**config.mk**
```make
export PLATFORM = sky130hd
export DESIGN_NAME = fetch_sequencer
export DESIGN_NICKNAME = d
export VERILOG_FILES = /design/src/rtl/fetch_sequencer_pkg.sv /design/src/rtl/fetch_pc_next.sv /design/src/rtl/fetch_sequencer.sv
export SDC_FILE = /design/constraint.sdc
export NUM_CORES = 1
export LEC_CHECK = 0
export BUFFER_PORTS_ARGS = -buffer_cell sky130_fd_sc_hd__buf_4
export CAP_MARGIN = 40
export CORE_MARGIN = 2
export CORE_UTILIZATION = 28
export CTS_CLUSTER_DIAMETER = 100
export DETAILED_ROUTE_END_ITERATION = 12
export MAX_ROUTING_LAYER = met4
export SYNTH_ARGS = -nofsm -noshare
export SYNTH_HDL_FRONTEND = slang
export SYNTH_SLANG_ARGS = --single-unit
```
**constraint.sdc**
```tcl
create_clock -name clk -period 3.73 [get_ports clk]
set_clock_uncertainty 0.15 [all_clocks]
set_input_delay 0.373 -clock clk [delete_from_list [all_inputs] [get_ports clk]]
set_output_delay 0.373 -clock clk [all_outputs]
set_load 0.03 [all_outputs]
```
**src/rtl/fetch_sequencer_pkg.sv**
```systemverilog
// Shared definitions for the instruction-fetch sequencer: FSM encodings,
// datapath width, canonical NOP and default reset PC / PC increment.
package fetch_sequencer_pkg;

    localparam int              XLEN             = 32;
    localparam logic [XLEN-1:0] NOP              = 32'h0000_0013;
    localparam logic [XLEN-1:0] RESET_PC_DEFAULT = 32'h0000_0000;
    localparam int              PC_STEP_DEFAULT  = 4;

    localparam logic [1:0] FS_IDLE  = 2'd0;
    localparam logic [1:0] FS_FETCH = 2'd1;
    localparam logic [1:0] FS_HOLD  = 2'd2;

endpackage

```
**src/rtl/fetch_pc_next.sv**
```systemverilog
// Combinational next-PC select for the fetch sequencer.
// Priority: reset, branch redirect, sequential advance, hold.
module fetch_pc_next
    import fetch_sequencer_pkg::*;
#(
    parameter logic [XLEN-1:0] RESET_PC = RESET_PC_DEFAULT,
    parameter int              PC_STEP  = PC_STEP_DEFAULT
) (
    input  logic            reset,
    input  logic            branch,
    input  logic [XLEN-1:0] branch_addr,
    input  logic            advance,
    input  logic [XLEN-1:0] pc,
    output logic [XLEN-1:0] pc_next
);

    always_comb begin
        // NOTE: assigning a default before the if-chain guarantees every path
        // drives pc_next, so no latch is inferred.
        pc_next = pc;
        if (reset) begin
            pc_next = RESET_PC;
        end else if (branch) begin
            pc_next = {branch_addr[XLEN-1:2], 2'b00};
        end else if (advance) begin
            pc_next = pc + XLEN'(PC_STEP);
        end
    end

endmodule

```
**src/rtl/fetch_sequencer.sv**
```systemverilog
// Instruction-fetch controller: owns the PC, drives the imem handshake,
// handles stall/branch/squash. Optional counters under FETCH_SEQ_PERF_EN.
module fetch_sequencer
    import fetch_sequencer_pkg::*;
#(
    parameter logic [XLEN-1:0] RESET_PC = RESET_PC_DEFAULT,
    parameter int              PC_STEP  = PC_STEP_DEFAULT
) (
    input  logic            clk,
    input  logic            reset,
    input  logic            go,
    input  logic            branch,
    input  logic [XLEN-1:0] branch_addr,
    input  logic [5:0]      do_stall,
    output logic            imem_req,
    output logic [XLEN-1:0] imem_addr,
    input  logic            imem_ack,
    input  logic [XLEN-1:0] imem_rdata,
    output logic [XLEN-1:0] pc,
    output logic            instr_valid,
    output logic [XLEN-1:0] instr,
    output logic [XLEN-1:0] instr_pc,
    output logic            read_enable_cpu
`ifdef FETCH_SEQ_PERF_EN
    ,
    output logic [31:0]     perf_fetch_cnt,
    output logic [31:0]     perf_stall_cnt,
    output logic [15:0]     perf_flush_cnt
`endif
);

    logic [1:0]      state, state_next;
    logic            squash;
    logic [XLEN-1:0] addr_q;
    logic [XLEN-1:0] pc_next;
    logic            ack_seen, advance, discard, stall;
    logic            unused_stall_bits;

    assign stall             = do_stall[0];
    assign unused_stall_bits = ^do_stall[5:1];

    assign imem_req        = (state == FS_FETCH);
    assign read_enable_cpu = imem_req;
    // addr_q holds the outstanding request address; it differs from pc only
    // while a squashed request drains after a redirect.
    assign imem_addr       = addr_q;

    assign ack_seen = imem_req && imem_ack;
    assign advance  = ack_seen && !squash && !branch;
    assign discard  = ack_seen && (squash || branch);

    fetch_pc_next #(
        .RESET_PC (RESET_PC),
        .PC_STEP  (PC_STEP)
    ) u_pc_next (
        .reset       (reset),
        .branch      (branch),
        .branch_addr (branch_addr),
        .advance     (advance),
        .pc          (pc),
        .pc_next     (pc_next)
    );

    always_comb begin
        state_next = state;
        case (state)
            FS_IDLE:  if (go) state_next = FS_FETCH;
            FS_FETCH: begin
                if (imem_ack) begin
                    if (advance && stall) state_next = FS_HOLD;
                    else if (go)          state_next = FS_FETCH;
                    else                  state_next = FS_IDLE;
                end
            end
            FS_HOLD: begin
                if (branch)      state_next = FS_FETCH;
                else if (!stall) state_next = go ? FS_FETCH : FS_IDLE;
            end
            default:  state_next = FS_IDLE;
        endcase
    end

    // NOTE: sequential state uses non-blocking assignments only, so every
    // register samples the pre-edge values regardless of statement order.
    always_ff @(posedge clk) begin
        if (reset) begin
            state       <= FS_IDLE;
            pc          <= RESET_PC;
            addr_q      <= RESET_PC;
            squash      <= 1'b0;
            instr_valid <= 1'b0;
            instr       <= '0;
            instr_pc    <= '0;
        end else begin
            state <= state_next;
            pc    <= pc_next;
            if (!(imem_req && !imem_ack)) addr_q <= pc_next;
            if (imem_req) squash <= imem_ack ? 1'b0 : (squash || branch);
            if (advance) begin
                instr_valid <= 1'b1;
                instr       <= imem_rdata;
                instr_pc    <= addr_q;
            end else if (!(state == FS_HOLD && state_next == FS_HOLD)) begin
                instr_valid <= 1'b0;
            end
        end
    end

`ifdef FETCH_SEQ_PERF_EN
    always_ff @(posedge clk) begin
        if (reset) begin
            perf_fetch_cnt <= '0;
            perf_stall_cnt <= '0;
            perf_flush_cnt <= '0;
        end else begin
            if (advance && perf_fetch_cnt != '1) perf_fetch_cnt <= perf_fetch_cnt + 32'd1;
            if (state == FS_HOLD && perf_stall_cnt != '1) perf_stall_cnt <= perf_stall_cnt + 32'd1;
            if ((discard || (state == FS_HOLD && branch)) && perf_flush_cnt != '1)
                perf_flush_cnt <= perf_flush_cnt + 16'd1;
        end
    end
`else
    logic unused_discard;
    assign unused_discard = discard;
`endif

endmodule

```
==> results_dict.tcl, run 1 <==
set metrics [dict create \
    swShare_pct 27.3 \
    cp-endpoint "imem_addr[22]" \
    nets 915 \
    clk_transition_reported_paths_ps 60 \
    cp.required_ps 3880 \
    synth_compound_area_share_pct 17.0 \
    ys_seq_area_share_pct 48.6 \
    fp.dieW_um 143 \
    avgViaCountPerCell 4.72 \
    antenna_cells 0 \
    synthMuxAreaShare_pct 1.31 \
    power_frac_clock_pct 41.7 \
    status "finished, final reports clean" \
    coreArea_um2 18900 \
    groute.usage.overall_pct 17.6 \
    cp.arrival_ps 2670 \
    crit_slowest_cell "or4_4" \
    synth_top_family_by_area "simple AND/OR/NAND/NOR gates" \
    use_met3_pct 4.50 \
    path_max_fanout 12 \
    die-area_um2 20600 \
    ys_types 56 \
    area_delta_synth_final_pct 41.1 \
    dp.cells 1080 \
    worst_pin_slew_ps 875 \
    reg2reg_from "squash" \
    synthFlopType "dfxtp_1" \
    vdd_drop_max_uv 269 \
    syn_avg_cell_area_um2 8.21 \
    max_freq_mhz 397 \
    initial_core_util_pct 28.8 \
    seqPwrFrac_pct 43.8 \
    synth-xor-area-share_pct 1.13 \
    reg2regPathDepth 5 \
    fin_cells 1110 \
    mostFrequentLayoutCell "buf_4" \
    first_pass_iters 4 \
    cts_buffer_depth 2 \
    ios 206 \
    insertion_delay_ps 410 \
    ctsHoldBuffers 0 \
    grt_use_met2_pct 25.8 \
    cts.repair.resized 0 \
    syn_nets 739 \
    post_cts_buffers 0 \
    cts_max_level 4 \
    synthAdderAreaFrac_pct 0.230 \
    rows 50 \
    synth_edf_count 0 \
    drtAntennaViolNets 0 \
    r2r_setup_slack_ps 1210 \
    first_global_vias 4723 \
    synth-simple-area-share_pct 27.4 \
    cts.sinks 132 \
    finalHoldViolCount 0 \
    power_density_nw_per_um2 461 \
    synth-seq-cells 132 \
    wirelength_um 17700 \
    die_y_um 143 \
    period_minus_slack_ps 2520 \
    rsz0062_at_grt "no" \
    drive_gt1_share_pct 28.6 \
    dp_hpwl_um 12500 \
    r2r-end "imem_addr[22]" \
    p_int_w 0.00257 \
    io_buffer_count 198 \
    setup_viol 0 \
    min_period_over_period_pct 67.5 \
    synth_area_um2 5440 \
    finalSetupTns_ps 0 \
    crit_path_start_kind "flop" \
    cp_slowest_stage_delay_ps 700 \
    vias 5235 \
    crit_chain "or3b_1, or4_4, nor4_1, mux2i_1, a31o_2" \
    grt-busiest-layer "met2" \
    path_class "reg -> reg" \
    drt_iter0_drc 285 \
    clock-root-buffer "clkbuf_16" \
    max_slew_margin_pct 41.6 \
    drc 0 \
    p_comb_share_pct 14.5 \
    yosys_warnings 0 \
    cap_violations 0 \
    grt.overflow.total 0 \
    wl_per_cell_um 15.9 \
    cts_tree "built" \
    p_switching_w 0.000968 \
    end_kind "flop" \
    slew_violations 0 \
    numCtsBuffers 17 \
    async_flop_share_pct 0 \
    syn_inst 663 \
    antenna_found_initial 0 \
    hp-class "in -> reg" \
    place_congestion 0.842 \
    cp-startpoint "squash" \
    grt_pass1_wl_um 27100 \
    met1_usage_pct 23.7 \
    grt_max_degree 80 \
    layout_common_cells "buf_4 (204), nand2_1 (147), dfxtp_1 (132), a21oi_1 (77), nor2_1 (36)" \
    total_leakage_power_nw 3.16 \
]
## flip-flops by register name, summed over array words and instances, names as in the netlist
register	flops
squash	1
pc	32
imem_addr	32
instr_valid	1
instr	32
instr_pc	32
state	2
## worst max-delay path: cells and delay by family, from the launching register on
family,cells,cell delay (ps)
flip-flops,1,330
AO/OA/AOI/OAI,1,240
multiplexers,1,150
AND/OR/NAND/NOR,3,1540
## kinds of logic after synthesis
| kind of cell | count (synthesis) |
|---|---|
| AND/OR/NAND/NOR | 310 |
| adder cells (fa/ha/maj) | 1 |
| AO/OA/AOI/OAI | 147 |
| XOR/XNOR | 7 |
| multiplexers | 7 |
| buffers and inverters | 59 |
| flip-flops | 132 |
## cell usage after synthesis (6+ instances only)
cell      count  area share (%)
nand2_1     148              10
dfxtp_1     132              49
a21oi_1      77             7.1
clkbuf_1     38             2.6
nor2_1       38             2.6
nand3_1      29             2.7
nor3_1       23             2.1
o21ai_0      13             1.2
nand2b_1     12             1.4
o21a_1       11             1.5
inv_1        10            0.69
nand4_1      10             1.1
and4_1        8             1.3
nor4_1        8            0.92
o41ai_1       8             1.3
buf_1         7            0.48
o31a_1        7             1.1
mux2i_1       6             1.1
nor2b_1       6            0.69
## power groups by stage
stage               Clock (W)  Combinational [W]  Sequential, W
CTS                   0.00152           0.000521        0.00155
floorplan                   0           0.000176        0.00168
global placement            0           0.000509        0.00158
detailed placement          0           0.000519        0.00158
finish                0.00148           0.000515        0.00155
global route          0.00159           0.000552        0.00156
## worst min-delay path by stage
stage	startpoint	endpoint	cells after the start
floorplan	imem_ack	squash	1
global placement	instr_pc[29]	instr_pc[29]	2
detailed placement	instr[20]	instr[20]	2
CTS	imem_ack	squash	2
global route	imem_rdata[9]	instr[9]	3
finish	imem_ack	squash	2
## stage by stage
step / power [W] / hold slack [ps] / cell area [um^2] / setup WS [ps] / util (%)
3_5_place_dp: 0.00210 / 297 / 7170 / 838 / 37.9
6_report: 0.00354 / 60.3 / 7680 / 1210 / 40.7
4_1_cts: 0.00359 / 42.5 / 7680 / 1210 / 40.7
3_3_place_gp: 0.00209 / 293 / 7110 / 813 / 37.6
5_1_grt: 0.00370 / 41.6 / 7680 / 1110 / 40.7
2_1_floorplan: 0.00186 / 320 / 5440 / 1340 / -
## metal layers
layer | part of all wire (%) | up-vias
li1 | - | 2666
met1 | 47 | 2416
met2 | 46 | 139
met3 | 5.4 | 14
met4 | 1.5 | 0
met5 | 0 | -
## cell type report
class	instances	area, um^2
fill	1983	11200
sequential	132	2640
multi-input combinational	472	2580
timing repair buffer	206	1590
clock buffer	26	489
tap	260	325
inverter	10	37.5
clock inverter	4	25.0
Power figures use the tool's default switching activity.
==> run 2: changes to the inputs <==
Clock period 3.73 ns to 2.5 ns, I/O delays scaled along.
==> run 2 against run 1 <==
  * Global-route usage increased by 0.55 points
  * Sequential cell count unchanged
  * Setup slack worse by 1100 ps
  * Critical path type is now in -> reg
  * Largest power group unchanged
==> results_dict.tcl, run 2 (synthesis gave the netlist of run 1 again) <==
set metrics [dict create \
    status "finished, final reports clean" \
    first_pass_iters 5 \
    dp_slack_ps 157 \
    grt_pass1_wl_um 27600 \
    cts_max_level 4 \
    total_leakage_power_nw 3.42 \
    rows 50 \
    path_buf_inv 2 \
    min_period_over_period_pct 95.3 \
    wl_per_cell_um 15.7 \
    max_slew_margin_pct 65.8 \
    worst_slack_ps 117 \
    place_congestion 0.841 \
    avgViaCountPerCell 4.70 \
    cts_tree "built" \
    ios 206 \
    drc 0 \
    power_density_nw_per_um2 652 \
    vdd_drop_max_uv 480 \
    coreArea_um2 18900 \
    crit_slowest_cell "or4_4" \
    setup_viol 0 \
    dp_hpwl_um 12500 \
    path_class "in -> reg" \
    cp.arrival_ps 2520 \
    area_delta_synth_final_pct 52.0 \
    hp-class "in -> reg" \
    num-fill-cells 1921 \
    grt_use_met2_pct 27.0 \
    use_met3_pct 5.10 \
    clock-root-buffer "clkbuf_16" \
    layout_common_cells "buf_4 (211), nand2_1 (147), dfxtp_1 (132), a21oi_1 (77), dlygate4sd3_1 (47)" \
    initial_core_util_pct 28.8 \
    drtAntennaViolNets 0 \
    nets 972 \
    met1_usage_pct 23.2 \
    slew_violations 0 \
    drive_gt1_share_pct 28.4 \
    numCtsBuffers 17 \
    insertion_delay_ps 410 \
    wirelength_um 18300 \
    critical_path.top_delay_family "simple AND/OR/NAND/NOR gates" \
    antenna_cells 0 \
    dp.cells 1090 \
    grt.overflow.total 0 \
    crit_path_start_kind "primary input" \
    io_buffer_count 198 \
    crit_chain "dlygate4sd3_1, buf_6, or3b_4, or4_4, o31a_1, o31ai_2, o21ai_1" \
    die_y_um 143 \
    cp.required_ps 2640 \
    period_minus_slack_ps 2380 \
    grt_max_degree 108 \
    fin_cells 1166 \
    finalHoldViolCount 0 \
    cts_buffer_depth 2 \
    end_kind "flop" \
    hold_slack_ps 22.2 \
    power_w 0.00540 \
    rsz0062_at_grt "no" \
    path_max_fanout 12 \
    die-area_um2 20600 \
    antenna_found_initial 0 \
    finalSetupTns_ps 0 \
    cp_slowest_stage_delay_ps 640 \
    cts.sinks 132 \
    mostFrequentLayoutCell "buf_4" \
    vias 5483 \
    cap_violations 0 \
    fp.dieW_um 143 \
    grt-busiest-layer "met2" \
    first_global_vias 4991 \
    drt_iter0_drc 282 \
    max_freq_mhz 420 \
    groute.usage.overall_pct 18.1 \
    clk_transition_reported_paths_ps 60 \
    worst_pin_slew_ps 514 \
]
## run 2: worst register-to-register path: stages, from the launching register on
cell and delay (ps):
dfxtp_1 360, and4b_1 410, nand4b_1 320, o31a_1 330
or3_1 350, a31o_2 250
## run 2: final timing paths
check / depth (start not counted) / startpoint / slack, ps / end
max: 7 / imem_ack / 120 / imem_addr[16]
min: 3 / branch_addr[22] / 20 / pc[22]
max reg2reg: 5 / state[1] / 240 / imem_addr[21]
min reg2reg: 2 / instr_pc[0] / 300 / instr_pc[0]
## run 2: repair_timing
| action | 4_1_cts | 5_1_grt |
|---|---|---|
| endpoints found under the setup margin | 0 | 7 |
| gates resized for setup | 0 | 6 |
| setup buffers | 0 | 0 |
| endpoints found under the hold margin | 50 | 0 |
| hold buffers | 47 | 0 |
## run 2: cell type report
cell class	instances	area [um^2]	share of cell area [%]
sequential	132	2640	32.0
multi-input combinational	472	2600	31.4
timing repair buffer	263	2150	25.9
clock buffer	25	495	5.99
tap	260	325	3.93
inverter	10	37.5	0.454
clock inverter	4	25.0	0.303
## run 2: stage by stage
stage / util (%) / area [um^2]
CTS: 43.6 / 8240
finish: 43.8 / 8270
global placement: 38.4 / 7250
global route: 43.8 / 8270
floorplan: - / 5440
detailed placement: 38.4 / 7250
## run 2: per-layer routing
| layer | up-vias | wire length [um] |
|---|---|---|
| met5 | - | 0 |
| met4 | 0 | 448 |
| met3 | 27 | 1240 |
| met2 | 184 | 8470 |
| met1 | 2499 | 8190 |
| li1 | 2773 | - |
## run 2: power breakdown
part           switching, W  internal (W)
combinational      0.000490      0.000365
sequential         0.000104       0.00221
clock              0.000881       0.00135
==> run 3: changes to the inputs <==
Settings changed: ABC_AREA set to 1.
==> run 3 against run 2 <==
  * Combinational power grew 9.8%
  * The flow now finishes with violations (negative hold slack)
  * Critical endpoint is now imem_addr[17]
  * Utilization shrank 0.89 points
  * Setup slack gained 240 ps
  * Clock power grew 26%
  * Register-to-register slack gained 120 ps
==> results_dict.tcl, run 3 <==
set metrics [dict create \
    grt_pass1_wl_um 29600 \
    clk_transition_reported_paths_ps 60 \
    cap_violations 0 \
    critical_path.top_delay_family "simple AND/OR/NAND/NOR gates" \
    first_global_vias 5581 \
    synth_top_area_cell "dfxtp_1" \
    swShare_pct 26.9 \
    synth_edf_count 0 \
    wl_per_cell_um 14.0 \
    end_kind "flop" \
    rsz0062_at_grt "no" \
    crit_chain "inv_1, nor2_4, nand3_4, nor2_8, nand2_4, nor2_8, nand2_1, nand3_1, nand3_1, nand2_1, inv_1" \
    synth_area_um2 5680 \
    cp_slowest_stage_delay_ps 320 \
    min_period_over_period_pct 85.8 \
    fin_cells 1320 \
    place_congestion 0.787 \
    path_class "reg -> reg" \
    clock-root-buffer "clkbuf_16" \
    ys_types 32 \
    nets 1114 \
    min_from "branch_addr[4]" \
    cts.sinks 132 \
    syn_nets 875 \
    antenna_cells 0 \
    drtAntennaViolNets 0 \
    cp-startpoint "state[0]" \
    rows 52 \
    hold_slack_ps -7.77 \
    io_buffer_count 198 \
    dp_hpwl_um 12900 \
    synthTopCellsByArea "dfxtp_1 (46%), nand2_1 (9.2%), nor2_1 (8.9%)" \
    setup_viol 0 \
    coreArea_um2 20100 \
    antenna_found_initial 0 \
    async_flop_share_pct 0 \
    power_density_nw_per_um2 702 \
    syn_inst 799 \
    area_delta_synth_final_pct 51.7 \
    synth-seq-cells 132 \
    status "finished, violations left" \
    vdd_drop_max_uv 509 \
    finalHoldViolCount 1 \
    reg2reg_from "state[0]" \
    synthFlopType "dfxtp_1" \
    total_leakage_power_nw 4.05 \
    finalSetupTns_ps 0 \
    cp.arrival_ps 2320 \
    num-fill-cells 2037 \
    yosys_warnings 0 \
    cts_buffer_depth 2 \
    grt_max_degree 63 \
    cp.required_ps 2670 \
    max_slew_margin_pct 53.9 \
    period_minus_slack_ps 2140 \
    ys_seq_area_share_pct 46.5 \
    seqCellArea_um2 2640 \
    wirelength_um 18500 \
    die-area_um2 21500 \
    ios 206 \
    crit_slowest_cell "dfxtp_1" \
    avgViaCountPerCell 4.43 \
    drt_iter0_drc 241 \
    vias 5845 \
    first_pass_iters 4 \
    power_frac_clock_pct 46.3 \
    insertion_delay_ps 430 \
    numCtsBuffers 17 \
    synth_top_area_share_pct 46.5 \
    max_freq_mhz 466 \
    worst_pin_slew_ps 691 \
    p_comb_share_pct 15.5 \
    path_max_fanout 20 \
    cts_tree "built" \
    hp-class "in -> reg" \
    slew_violations 0 \
    fp.dieW_um 146 \
    synth_common_cells "nand2_1 (139), nor2_1 (134), dfxtp_1 (132)" \
    crit_path_start_kind "flop" \
    drc 0 \
    seqPwrFrac_pct 38.2 \
    die_y_um 146 \
    grt.overflow.total 0 \
    p_int_w 0.00443 \
    dp.cells 1236 \
    mostFrequentLayoutCell "buf_4" \
    cts_max_level 4 \
    drive_gt1_share_pct 25.4 \
    path_buf_inv 2 \
    violations "negative hold slack" \
    cts.repair.resized 0 \
    groute.usage.overall_pct 18.0 \
    synth.most_common_cell "nand2_1" \
    layout_common_cells "buf_4 (208), nand2_1 (139), nor2_1 (134), dfxtp_1 (132), o21ai_0 (86)" \
    initial_core_util_pct 28.3 \
    p_switching_w 0.00163 \
    syn_avg_cell_area_um2 7.11 \
    multi_input_area_um2 2520 \
]
run 3: power groups by stage:
stage | clock [W] | combinational [W] | sequential [W]
floorplan | 0 | 0.000293 | 0.00256
global placement | 0 | 0.000872 | 0.00236
detailed placement | 0 | 0.000875 | 0.00236
CTS | 0.00288 | 0.000945 | 0.00231
global route | 0.00297 | 0.00102 | 0.00233
finish | 0.00280 | 0.000938 | 0.00231
run 3: cells by family (layout without fill, tap and decap cells):
logic type,after synthesis,after routing,share of synthesized area (%)
xor+xnor,7,7,1.08
simple gates,358,358,27.8
flops,132,132,46.5
compound gates,169,169,15.2
mux,1,1,0.176
fa+ha+maj,1,1,0.220
buf+inv,131,382,9.09
run 3: area by class of cell:
cell class              instances  area share, %
flip-flops and latches        132           30.6
multi-input cells             536           29.3
repair buffers                263           24.7
clock buffers                  19           5.25
well taps                     270           3.92
inverters                      88           3.83
clock inverters                12           2.35
run 3: worst register-to-register path, delay by kind of cell (launching register included):
family / cells / cell delay (ps)
simple gates: 9 / 1440
flops: 1 / 320
buf+inv: 2 / 120
run 3: worst paths after layout:
kind | end | cells past startpoint | slack [ps]
max | imem_addr[17] | 11 | 360
min | pc[4] | 3 | -8
max reg2reg | imem_addr[17] | 11 | 360
min reg2reg | instr_valid | 2 | 310
run 3: stage by stage:
| step | cell area, um^2 | util, % | setup WS (ps) | total power (W) |
|---|---|---|---|---|
| after global routing | 8620 | 42.9 | 80.0 | 0.00632 |
| after global placement | 7440 | 37.0 | 400 | 0.00323 |
| after floorplan | 5680 | - | 479 | 0.00285 |
| final | 8620 | 42.9 | 356 | 0.00605 |
| after detailed placement | 7440 | 37.0 | 347 | 0.00323 |
| after CTS | 8620 | 42.9 | 333 | 0.00613 |
run 3: metal layers:
metal	vias to the layer above	global-route usage [%]	part of all wire [%]
met3	14	6.69	7.1
met5	-	-	0
met4	0	4.13	0.91
met2	179	27.7	46
li1	3034	-	-
met1	2618	22.5	46
run 3: timing repair:
action	in CTS	in global routing
hold buffers	53	0
hold endpoints to repair	59	0
setup buffers	0	0
